<file path="config.mk">
export PLATFORM = sky130hd
export DESIGN_NAME = prefetch_fetcher
export DESIGN_NICKNAME = d
export VERILOG_FILES = /design/src/rtl/fetch_pkg.sv /design/src/rtl/fetch_fifo.sv /design/src/rtl/prefetch_fetcher.sv
export SDC_FILE = /design/constraint.sdc
export NUM_CORES = 1
export LEC_CHECK = 0
export ABC_CLOCK_PERIOD_IN_PS = 2800
export BUFFER_PORTS_ARGS = -buffer_cell sky130_fd_sc_hd__buf_2
export CORE_ASPECT_RATIO = 0.5
export CORE_MARGIN = 1.5
export CORE_UTILIZATION = 45
export CTS_CLUSTER_DIAMETER = 80
export CTS_CLUSTER_SIZE = 10
export DETAILED_ROUTE_END_ITERATION = 10
export SYNTH_ARGS = -nofsm -noshare
export SYNTH_HDL_FRONTEND = slang
export SYNTH_SLANG_ARGS = --single-unit
</file>
<file path="constraint.sdc">
create_clock -name clk -period 2.8 [get_ports clk]
set_input_delay 0.56 -clock clk [delete_from_list [all_inputs] [get_ports clk]]
set_output_delay 0.56 -clock clk [all_outputs]
set_load 0.01 [all_outputs]
</file>
<file path="src/rtl/fetch_pkg.sv">
// Shared types for the prefetching instruction fetcher.
//   fetch_state_t : request FSM state (IDLE, WAIT, DRAIN)
//   fetch_entry_t : one prefetch queue entry {pc, instr}
//   INSTR_BYTES   : fetch stride in bytes
package fetch_pkg;

  localparam int unsigned INSTR_BYTES = 4;
  localparam int unsigned FETCH_XLEN  = 32;

  typedef enum logic [1:0] {
    IDLE  = 2'd0,
    WAIT  = 2'd1,
    DRAIN = 2'd2
  } fetch_state_t;

  typedef struct packed {
    logic [FETCH_XLEN-1:0] pc;
    logic [FETCH_XLEN-1:0] instr;
  } fetch_entry_t;

endpackage

</file>
<file path="src/rtl/fetch_fifo.sv">
// Circular prefetch queue.
//   clk, reset_n : clock, asynchronous active-low reset
//   push         : write push_data at the tail
//   pop          : drop the head entry
//   flush        : empty the queue (wins over push/pop)
//   head         : current head entry (registered storage)
//   count        : number of valid entries, 0..DEPTH
module fetch_fifo #(
  parameter int unsigned DEPTH   = 4,
  parameter type         entry_t = logic [63:0]
) (
  input  logic                       clk,
  input  logic                       reset_n,
  input  logic                       push,
  input  entry_t                     push_data,
  input  logic                       pop,
  input  logic                       flush,
  output entry_t                     head,
  output logic [$clog2(DEPTH+1)-1:0] count
);

  localparam int unsigned PtrW = $clog2(DEPTH);
  localparam int unsigned CntW = $clog2(DEPTH + 1);

  entry_t            mem_q [DEPTH];
  logic [PtrW-1:0]   wr_ptr_q, wr_ptr_d;
  logic [PtrW-1:0]   rd_ptr_q, rd_ptr_d;
  logic [CntW-1:0]   count_q, count_d;

  // DEPTH is a power of two, so pointers wrap by plain overflow.
  always_comb begin
    wr_ptr_d = wr_ptr_q;
    rd_ptr_d = rd_ptr_q;
    count_d  = count_q;
    if (flush) begin
      wr_ptr_d = '0;
      rd_ptr_d = '0;
      count_d  = '0;
    end else begin
      if (push) wr_ptr_d = wr_ptr_q + PtrW'(1);
      if (pop)  rd_ptr_d = rd_ptr_q + PtrW'(1);
      count_d = count_q + CntW'(push) - CntW'(pop);
    end
  end

  always_ff @(posedge clk or negedge reset_n) begin
    if (!reset_n) begin
      wr_ptr_q <= '0;
      rd_ptr_q <= '0;
      count_q  <= '0;
    end else begin
      wr_ptr_q <= wr_ptr_d;
      rd_ptr_q <= rd_ptr_d;
      count_q  <= count_d;
    end
  end

  // Storage is cleared on reset so the head view reads zero out of reset.
  always_ff @(posedge clk or negedge reset_n) begin
    if (!reset_n) begin
      for (int unsigned i = 0; i < DEPTH; i++) mem_q[i] <= '0;
    end else if (push && !flush) begin
      mem_q[wr_ptr_q] <= push_data;
    end
  end

  assign head  = mem_q[rd_ptr_q];
  assign count = count_q;

endmodule

</file>
<file path="src/rtl/prefetch_fetcher.sv">
// Instruction fetch stage with a DEPTH-entry prefetch queue.
// Issues sequential word fetches while queue space remains, one request outstanding at a time.
// A redirect flushes the queue and discards any in-flight response.
//   clk, reset_n            : clock, asynchronous active-low reset
//   redirect_valid/_pc      : restart fetch at redirect_pc (word aligned)
//   decoder_ready           : decoder consumes the head entry
//   fetcher_valid/instr/pc  : head entry view
//   mem_ready/instr/addr    : one-cycle request strobe, fetch tag, address
//   mem_wstrb               : always zero (reads only)
//   mem_valid/mem_rdata     : response strobe and data
module prefetch_fetcher
  import fetch_pkg::*;
#(
  parameter int unsigned     XLEN     = FETCH_XLEN,
  parameter int unsigned     DEPTH    = 4,
  parameter logic [XLEN-1:0] RESET_PC = '0
) (
  input  logic            clk,
  input  logic            reset_n,
  input  logic            redirect_valid,
  input  logic [XLEN-1:0] redirect_pc,
  input  logic            decoder_ready,
  output logic            fetcher_valid,
  output logic [XLEN-1:0] instr,
  output logic [XLEN-1:0] fetcher_pc,
  output logic            mem_ready,
  output logic            mem_instr,
  output logic [XLEN-1:0] mem_addr,
  output logic [3:0]      mem_wstrb,
  input  logic            mem_valid,
  input  logic [XLEN-1:0] mem_rdata
);

  localparam int unsigned CntW     = $clog2(DEPTH + 1);
  localparam logic [CntW-1:0] DepthCnt = CntW'(DEPTH);

  fetch_state_t    state_q, state_d;
  logic [XLEN-1:0] fetch_pc_q, fetch_pc_d;
  logic [XLEN-1:0] req_pc_q, req_pc_d;
  logic [XLEN-1:0] mem_addr_q, mem_addr_d;
  logic            mem_ready_q, mem_ready_d;

  logic            push, pop;
  fetch_entry_t    head;
  logic [CntW-1:0] fifo_count;

  logic unused_pc_bits;
  assign unused_pc_bits = ^redirect_pc[1:0];

  assign fetcher_valid = (fifo_count != '0);
  assign pop           = fetcher_valid && decoder_ready && !redirect_valid;

  always_comb begin
    state_d     = state_q;
    fetch_pc_d  = fetch_pc_q;
    req_pc_d    = req_pc_q;
    mem_addr_d  = mem_addr_q;
    mem_ready_d = 1'b0;
    push        = 1'b0;

    unique case (state_q)
      IDLE: begin
        // Space is reserved at issue time, so the eventual push cannot overflow.
        if (!redirect_valid && (fifo_count < DepthCnt)) begin
          mem_ready_d = 1'b1;
          mem_addr_d  = fetch_pc_q;
          req_pc_d    = fetch_pc_q;
          fetch_pc_d  = fetch_pc_q + XLEN'(INSTR_BYTES);
          state_d     = WAIT;
        end
      end
      WAIT: begin
        if (mem_valid) begin
          push    = !redirect_valid;
          state_d = IDLE;
        end else if (redirect_valid) begin
          // Response still owed; swallow it before issuing again.
          state_d = DRAIN;
        end
      end
      DRAIN: begin
        if (mem_valid) state_d = IDLE;
      end
      default: state_d = IDLE;
    endcase

    if (redirect_valid) fetch_pc_d = {redirect_pc[XLEN-1:2], 2'b00};
  end

  always_ff @(posedge clk or negedge reset_n) begin
    if (!reset_n) begin
      state_q     <= IDLE;
      fetch_pc_q  <= RESET_PC;
      req_pc_q    <= '0;
      mem_addr_q  <= '0;
      mem_ready_q <= 1'b0;
    end else begin
      state_q     <= state_d;
      fetch_pc_q  <= fetch_pc_d;
      req_pc_q    <= req_pc_d;
      mem_addr_q  <= mem_addr_d;
      mem_ready_q <= mem_ready_d;
    end
  end

  fetch_fifo #(
    .DEPTH   (DEPTH),
    .entry_t (fetch_entry_t)
  ) u_fifo (
    .clk       (clk),
    .reset_n   (reset_n),
    .push      (push),
    .push_data ('{pc: req_pc_q, instr: mem_rdata}),
    .pop       (pop),
    .flush     (redirect_valid),
    .head      (head),
    .count     (fifo_count)
  );

  assign instr      = head.instr;
  assign fetcher_pc = head.pc;
  assign mem_ready  = mem_ready_q;
  assign mem_instr  = mem_ready_q;
  assign mem_addr   = mem_addr_q;
  assign mem_wstrb  = 4'b0000;

endmodule
</file>
==> results of run 1 <==
==> power by group <==
| group | switching, mW | internal (mW) |
|---|---|---|
| Clock | 1.75 | 2.37 |
| Combinational | 2.07 | 2.43 |
| Sequential | 0.931 | 5.83 |
| Total | 4.75 | 10.6 |
==> routing by layer <==
layer | vias to the layer above | GRT usage | routed length [um] | share of wire
li1 | 3875 | - | - | -
met1 | 4432 | 0.271 | 14300 | 0.46
met2 | 127 | 0.335 | 15400 | 0.49
met3 | 41 | 0.0411 | 1120 | 0.036
met4 | 0 | 0.0393 | 371 | 0.012
met5 | - | 0 | 0 | 0
==> cell usage after synthesis, types with 2 or more instances <==
cell type / number
and4_1: 2
buf_4: 11
o221ai_1: 3
mux2_2: 251
xor2_1: 20
and2_1: 8
ha_1: 7
buf_1: 4
nand3_1: 10
a31oi_1: 3
xnor2_1: 10
inv_1: 5
nor2b_1: 3
buf_2: 17
or3_1: 2
clkbuf_8: 12
mux4_2: 62
nor3_1: 3
o21ai_0: 20
dfrtp_1: 318
nand2_2: 4
a21oi_1: 5
buf_6: 12
nand4_1: 16
nor2_1: 9
and3_1: 12
nand2_1: 133
clkbuf_1: 12
==> cells in the final DEF (no fill, tap or decap), types with 2 or more instances in the layout <==
| master | n |
|---|---|
| ha_1 | 7 |
| conb_1 | 8 |
| a31oi_1 | 3 |
| buf_12 | 15 |
| dfrtp_1 | 316 |
| nand2_4 | 4 |
| clkbuf_1 | 2 |
| buf_4 | 14 |
| nand4_1 | 16 |
| inv_6 | 2 |
| nand2_1 | 133 |
| clkbuf_16 | 37 |
| or3_1 | 2 |
| inv_1 | 5 |
| nor2_1 | 9 |
| nor2b_1 | 3 |
| xnor2_1 | 10 |
| mux4_2 | 62 |
| mux2_2 | 251 |
| o221ai_1 | 3 |
| nand3_1 | 10 |
| xor2_1 | 20 |
| a21oi_1 | 5 |
| buf_2 | 160 |
| and2_1 | 8 |
| and4_1 | 2 |
| o21ai_0 | 20 |
| nor3_1 | 3 |
| and3_1 | 12 |
| diode_2 | 2 |
==> cell type report <==
cell class / instances / area, um^2 / area share
sequential: 318 / 7960 / 0.481
multi-input combinational: 605 / 5820 / 0.352
tap: 423 / 529 / 0.0320
clock buffer: 40 / 947 / 0.0573
clock inverter: 2 / 17.5 / 0.00106
timing repair buffer: 191 / 1230 / 0.0745
antenna: 2 / 5.00 / 0.000303
inverter: 7 / 26.3 / 0.00159
==> final timing paths <==
| check | startpoint | endpoint | slack (ps) |
|---|---|---|---|
| max reg2reg | u_fifo.count[1] | u_fifo.count[2] | 560 |
| max | u_fifo.rd_ptr_q[0] | fetcher_pc[21] | 180 |
| max in group asynchronous | reset_n | u_fifo.mem_q[128] | 1970 |
| min in group clk | redirect_pc[4] | fetch_pc_q[4] | 250 |
| min | reset_n | fetch_pc_q[24] | 50 |
| min reg2reg | u_fifo.mem_q[6] | u_fifo.mem_q[6] | 500 |
==> logic make-up (layout without fill, tap and decap cells) <==
family,Yosys count,after routing,share of synthesized area
flip-flops,318,318,0.557
multiplexers,314,314,0.296
AND/OR/NAND/NOR,208,208,0.0664
buffers and inverters,76,240,0.0391
AO/OA/AOI/OAI,37,37,0.0151
XOR/XNOR,30,30,0.0184
adder cells (fa/ha/maj),8,8,0.00753
other,1,10,0.000262
==> stage by stage <==
step	worst slack, ps	cells	hold slack, ps	cell area, um^2
3_3_place_gp	550	1544	481	15600
3_5_place_dp	557	1544	487	15600
5_1_grt	50.9	1586	106	16500
2_1_floorplan	558	999	264	14300
4_1_cts	46.9	1586	85.0	16500
6_report	179	1588	52.9	16500
==> what timing repair did <==
action,CTS,global route
hold buffers,0,0
setup endpoints to repair,0,8
gates resized for setup,0,1
==> worst register-to-register path, stage by stage (launching register included) <==
cell and delay [ps]:
dfrtp_1 420, or3_1 390, nand2_1 120, nor2_1 50, ha_1 270, inv_1 60
ha_1 140, inv_1 50, fa_1 370, xnor2_1 180, nor2_1 50
==> flip-flops by register name (all words and copies together), names as in the netlist <==
| name | flops |
|---|---|
| u_fifo.mem_q | 248 |
| fetch_pc_q | 30 |
| state_q | 2 |
| mem_addr | 30 |
| u_fifo.count | 3 |
| u_fifo.rd_ptr_q | 2 |
| u_fifo.wr_ptr_q | 2 |
| mem_instr | 1 |
==> flow_summary.toml, run 1 <==
[critical_path]
r2r_cells = 10
cp_top_family = "multiplexers"
path_class = "reg -> out"
critPathMaxFanout = 42
path_buf_inv = 2
worstPathArrival_ps = 2060
critPathMaxStageDelay_ps = 590
cp.required_ps = 2240
crit_cells = 3
critPathCaptureType = "output port"
cp_slowest_cell = "mux4_2"
crit_path_start_kind = "register"
cp_cell_sequence = "buf_12 -> mux4_2 -> buf_2"

[detailed_routing]
ant_nets = 0
drt-initial-drc-count = 393
dr.pass1.iters = 4
vias_per_cell = 5.34
vias = 8475
wire_per_inst_um = 19.7
drcViolationCount = 0
finalWirelength_um = 31200

[synthesis]
synth_top_area_frac = 0.557
yosys.area.top_type = "dfrtp_1"
ys_types = 46
synth_edf_count = 0
syn_area_um2 = 14300
yosys-top-cells-area = "dfrtp_1 (56%), mux2_2 (20%), mux4_2 (9.8%), nand2_1 (3.5%), xor2_1 (1.2%)"
synth-warning-count = 0
ys_seq_elements = 318
synthArstFlopShare = 1.00
synthFlopType = "dfrtp_1"
yosysSeqAreaShare = 0.557
syn_area_per_cell_um2 = 14.4
synthCells = 992

[finish]
fin_util = 0.537
final_nets = 1237
drive_gt1_frac = 0.476
area_delta_synth_final_pct = 15.7
fillers = 2611

[power]
leakage_nw = 8.07
p_per_area_nw_per_um2 = 930
power_mw = 15.4
irDropWorstVdd_mv = 0.422

[floorplanning]
io_pins = 172
initial_core_util = 0.464
dieArea_um2 = 32900
rows = 45
die-height_um = 129
die_x_um = 255
core_um2 = 30800

[clocking]
cts.sinks = 318
tritoncts = "built"
cts_max_path_buffers = 3
cts_made_buffers = 37
post_cts_buffers = 0
clk_pin_slew_ps = 60
cts_htree_levels = 2
clkLatencyLatePin_ps = 520
clock-root-buffer = "clkbuf_16"

[sta]
rsz0062_at_grt = "false"
finalClockSkew_ps = 14.7
final_hold_viol_count = 0
finalSetupViolations = 0
slew_viol_final = 0
final.min_clock_period_ps = 2620
post-route-period-util = 0.936
max_freq_mhz = 382
max_slew_margin = 0.492
setup_tns_ps = 0
tightest_slew_ps = 762

[grt]
grt_usage = 0.199
grt_start_max_net_pins = 89
grt_pass1_wl_um = 50700
grt_antenna_before_repair = 2
grt_overflow = 0
grt_pass1_vias = 9233

[outcome]
status = "finished clean"

[min_path]
hp-class = "in -> async"

[placement]
gp_congestion = 0.782
portBuffers = 161
dpl.hpwl_um = 20300

[run]
drv_cap = 0
Note: power is estimated with default switching activity, not from simulation.
==> inputs of run 2 (changes only) <==
Settings changed: ABC_AREA set to 1, PLACE_DENSITY set to 0.67.
==> flow_summary.toml, run 2 <==
[detailed_routing]
vias_per_cell = 5.30
vias = 11900
wire_per_inst_um = 16.3
dr.pass1.iters = 5
ant_nets = 0
drcViolationCount = 0
drt-initial-drc-count = 996
finalWirelength_um = 36500

[clocking]
clock-root-buffer = "clkbuf_16"
cts_htree_levels = 2
cts_made_buffers = 37
ctsHoldBuffers = 0
clk_pin_slew_ps = 50
post_cts_buffers = 0
tritoncts = "built"
clkLatencyLatePin_ps = 530
cts_max_path_buffers = 3
cts.sinks = 318

[sta]
tightest_slew_ps = 645
slew_viol_final = 0
final_hold_viol_count = 0
rsz0062_at_grt = "false"
setup_tns_ps = 0
max_freq_mhz = 372
finalClockSkew_ps = 12.9
max_slew_margin = 0.570
final.min_clock_period_ps = 2690
finalSetupViolations = 0
post-route-period-util = 0.960

[critical_path]
cp.required_ps = 2240
critPathMaxFanout = 28
crit_path_start_kind = "register"
path_class = "reg -> out"
worstPathArrival_ps = 2130
critPathCaptureType = "output port"

[finish]
drive_gt1_frac = 0.141
final_common_cell = "nand2_1"
fillers = 2896
layout_common_cells = "nand2_1 (391), dfrtp_1 (316), o21ai_1 (245)"
final_nets = 1896
area_delta_synth_final_pct = 15.9
final_cells = 2246
antenna_cells = 0
fin_util = 0.537
largest_reg_flops = 248
top_register = "u_fifo.mem_q"

[floorplanning]
die-height_um = 129
io_pins = 172
die_x_um = 255
rows = 45
initial_core_util = 0.464
dieArea_um2 = 32800
core_um2 = 30700

[grt]
grt_antenna_before_repair = 0
grt_start_max_net_pins = 126
grt_pass1_vias = 11200
grt_pass1_wl_um = 59100
grt_overflow = 0
grt_usage = 0.227

[placement]
portBuffers = 161
dpl.cell_count = 2203
gp_congestion = 0.893
dpl.hpwl_um = 23100

[power]
power_mw = 16.6
p_per_area_nw_per_um2 = 1010
irDropWorstVdd_mv = 0.412
leakage_nw = 8.11

[synthesis]
synth_edf_count = 0
ys_types = 39
synthCells = 1699
yosys-top-cells-area = "dfrtp_1 (56%), nand2_1 (10%), o21ai_1 (8.6%), o21ai_0 (6.0%), nor2_1 (4.8%)"
syn_area_um2 = 14300
synthFlopType = "dfrtp_1"
yosysSeqAreaShare = 0.558
synth_top_area_frac = 0.558
synthArstFlopShare = 1.00
syn_area_per_cell_um2 = 8.39
synth_common_cells = "nand2_1 (391), dfrtp_1 (318), o21ai_1 (245), nor2_1 (182), o21ai_0 (172)"
post-synth-top-count-cell = "nand2_1"
ys_seq_elements = 318
yosys.area.top_type = "dfrtp_1"
synth-warning-count = 0

[min_path]
hp-class = "in -> async"

[outcome]
status = "finished clean"

[run]
drv_cap = 0
-- run 2: logic make-up (layout without fill, tap and decap cells) --
group	after synthesis	after routing	synth area share
xor+xnor	5	5	0.00307
other cells	1	8	0.000263
fa+ha+maj	8	8	0.00755
buf+inv	224	341	0.0672
simple gates	631	631	0.175
compound gates	512	512	0.189
flops	318	318	0.558
-- run 2: critical path, cell delays in order, from the launching register on --
cell and delay (ps):
dfrtp_4 610, inv_2 130, buf_4 330, o21ai_0 160
o22ai_1 190, buf_2 180
-- run 2: per-layer routing --
metal,routed length [um],track usage,share of wire
met4,688,0.0613,0.019
met5,0,0,0
met3,1610,0.0380,0.044
met1,17500,0.320,0.48
met2,16700,0.364,0.46
-- run 2: what timing repair did --
action | CTS | global route
gates resized for setup | 0 | 2
endpoints found under the hold margin | 0 | 0
setup endpoints to repair | 0 | 4
-- run 2: through the flow --
stage	area (um^2)	worst slack, ps	hold WS [ps]
global placement	15500	598	461
finish	16500	112	13.5
CTS	16500	54.5	34.6
detailed placement	15500	551	473
global route	16500	8.01	60.9
floorplan	14300	457	264
-- run 2: area by class of cell --
class / count / area, um^2 / share of cell area
Clock buffer: 42 / 997 / 0.0604
Clock inverter: 1 / 8.76 / 0.000530
Inverter: 108 / 410 / 0.0248
Multi-Input combinational cell: 1164 / 5380 / 0.326
Sequential cell: 318 / 7970 / 0.482
Tap cell: 423 / 529 / 0.0320
Timing Repair Buffer: 190 / 1220 / 0.0739
-- run 2: final timing paths --
path / depth (start not counted) / slack (ps) / start / to
min in group clk: 3 / 250 / redirect_pc[11] / fetch_pc_q[11]
worst min register to register: 2 / 480 / u_fifo.mem_q[165] / u_fifo.mem_q[165]
max in group asynchronous: 2 / 1980 / reset_n / u_fifo.mem_q[90]
worst max register to register: 11 / 800 / u_fifo.count[1] / u_fifo.count[2]
worst min-delay path: 1 / 10 / reset_n / mem_addr[20]
worst max-delay path: 5 / 110 / u_fifo.rd_ptr_q[1] / instr[25]
-- run 2: where the power goes --
group / switching (mW) / internal (mW)
sequential: 0.868 / 5.87
clock: 1.77 / 2.48
combinational: 3.58 / 2.07
total: 6.22 / 10.4
==> inputs of run 3 (changes only) <==
Settings changed: SYNTH_HIERARCHICAL set to 1.
==> flow_summary.toml, run 3 <==
[grt]
grt_antenna_before_repair = 1
grt_overflow = 0
grt_pass1_wl_um = 61100
grt_start_max_net_pins = 129
grt_pass1_vias = 12100
grt_usage = 0.213

[synthesis]
yosys-top-cells-area = "dfrtp_1 (53%), nand2_1 (15%), o21ai_0 (9.1%), o211ai_1 (6.3%), inv_1 (5.8%)"
ys_types = 38
syn_area_per_cell_um2 = 8.14
syn_area_um2 = 15400
synth_edf_count = 0
post-synth-top-count-cell = "nand2_1"
yosys.area.top_type = "dfrtp_1"
synth_top_area_frac = 0.530
ys_seq_elements = 326
synthArstFlopShare = 1.00
synthCells = 1891
yosysSeqAreaShare = 0.530
synth_common_cells = "nand2_1 (599), dfrtp_1 (326), o21ai_0 (281), inv_1 (239), o211ai_1 (130)"
synthFlopType = "dfrtp_1"
synth-warning-count = 6

[clocking]
cts_max_path_buffers = 3
clkLatencyLatePin_ps = 520
cts.sinks = 326
ctsHoldBuffers = 0
clk_pin_slew_ps = 50
cts_made_buffers = 38
tritoncts = "built"
cts_htree_levels = 2
clock-root-buffer = "clkbuf_16"
post_cts_buffers = 0
post_cts_resize_count = 0

[critical_path]
r2r_end = "u_fifo/mem_q[72]"
worstPathArrival_ps = 2030
crit_cells = 6
path_buf_inv = 3
cp_slowest_cell = "dfrtp_1"
critPathCaptureType = "output port"
path_common_cell = "nand2_1"
cp_top_family = "buffers and inverters"
critPathMaxFanout = 68
crit_end = "instr[12]"
crit_path_start_kind = "register"
ff2ff_setup_slack_ps = 620
worstReg2RegStart = "state_q[0]"
cp_cell_sequence = "inv_8 -> buf_12 -> nand2_1 -> o211ai_1 -> nand2_1 -> buf_2"
startpoint = "u_fifo/rd_ptr_q[0]"
r2r_cells = 10
critPathMaxStageDelay_ps = 450
cp.required_ps = 2240
path_class = "reg -> out"

[sta]
rsz0062_at_grt = "false"
max_slew_margin = 0.558
max_freq_mhz = 385
slew_viol_final = 0
post-route-period-util = 0.927
tightest_slew_ps = 663
setup_tns_ps = 0
finalClockSkew_ps = 23.4
final.min_clock_period_ps = 2590
final_hold_viol_count = 0
finalSetupViolations = 0
fin_ws_ps = 205

[floorplanning]
rows = 47
initial_core_util = 0.461
die_x_um = 265
die-height_um = 134
core_um2 = 33400
dieArea_um2 = 35400
io_pins = 172

[detailed_routing]
ant_nets = 0
drt-initial-drc-count = 948
dr.pass1.iters = 5
wire_per_inst_um = 15.1
vias_per_cell = 5.10
drcViolationCount = 0
finalWirelength_um = 37100
vias = 12500

[placement]
place_area_um2 = 16600
place_ws_ps = 528
gp_congestion = 0.876
portBuffers = 163
dpl.hpwl_um = 23300

[run]
drv_cap = 0

[finish]
final_nets = 2086
area_delta_synth_final_pct = 14.6
top_register = "u_fifo/mem_q"
largest_reg_flops = 256
drive_gt1_frac = 0.135
stdcell_area_um2 = 17600
fin_util = 0.528
layout_common_cells = "nand2_1 (595), dfrtp_1 (325), o21ai_0 (281)"
fillers = 3201
final_common_cell = "nand2_1"

[outcome]
status = "finished clean"

[power]
irDropWorstVdd_mv = 0.403
p_per_area_nw_per_um2 = 887
leakage_nw = 9.17
power_mw = 15.7

[min_path]
hp-class = "in -> async"
-- run 3: cell count changes after synthesis, sizes merged, moves of 5 or more --
cell / previous run / this run
nand2: 396 / 609
inv: 106 / 243
o21ai: 417 / 288
o211ai: 3 / 130
nor2: 189 / 84
o22ai: 64 / 2
buf: 57 / 74
clkbuf: 59 / 45
a21oi: 15 / 3
dfrtp: 318 / 326
nand3: 35 / 40
-- run 3: area by class of cell --
cell class / instances / area, um^2 / share of cell area
sequential: 326 / 8160 / 0.462
multi-input combinational: 1209 / 5800 / 0.329
timing repair buffer: 190 / 1190 / 0.0675
clock buffer: 40 / 980 / 0.0555
inverter: 244 / 923 / 0.0523
tap: 441 / 552 / 0.0313
clock inverter: 2 / 38.8 / 0.00220
antenna: 1 / 2.50 / 0.000142
-- run 3: cell families (layout without fill, tap and decap cells) --
kind of cell | Yosys count | after routing | synth area share
other | 1 | 9 | 0.000243
flip-flops | 326 | 326 | 0.530
AND/OR/NAND/NOR | 752 | 752 | 0.197
XOR/XNOR | 5 | 5 | 0.00284
adder cells (fa/ha/maj) | 8 | 8 | 0.00699
buffers and inverters | 363 | 476 | 0.0974
AO/OA/AOI/OAI | 436 | 436 | 0.165
-- run 3: worst min path at each step --
| stage | to | slack (ps) | depth (start not counted) | from |
|---|---|---|---|---|
| after floorplan | fetch_pc_q[10] | 260 | 0 | reset_n |
| after global placement | u_fifo/mem_q[187] | 470 | 2 | u_fifo/mem_q[187] |
| after global routing | u_fifo/mem_q[182] | 20 | 1 | reset_n |
| after CTS | u_fifo/mem_q[182] | 7 | 1 | reset_n |
| after detailed placement | u_fifo/mem_q[248] | 470 | 2 | u_fifo/mem_q[248] |
| final | u_fifo/mem_q[182] | 4 | 1 | reset_n |
-- run 3: per-layer routing --
layer	GRT usage	vias up	wire length (um)
met2	0.351	239	17200
met4	0.0530	0	699
met1	0.299	5940	17600
met3	0.0323	55	1620
li1	-	6269	-
met5	0	-	0
-- run 3: per-stage QoR --
stage / std cells / hold WS [ps]
floorplan: 1898 / 264
global placement: 2410 / 465
detailed placement: 2410 / 473
CTS: 2452 / 6.75
global route: 2453 / 20.5
finish: 2453 / 3.68
-- run 3: power by group --
part	internal [mW]	total [mW]	switching, mW
Combinational	1.80	4.80	3.00
Sequential	5.72	6.54	0.818
Clock	2.54	4.31	1.77
Total	10.1	15.7	5.59
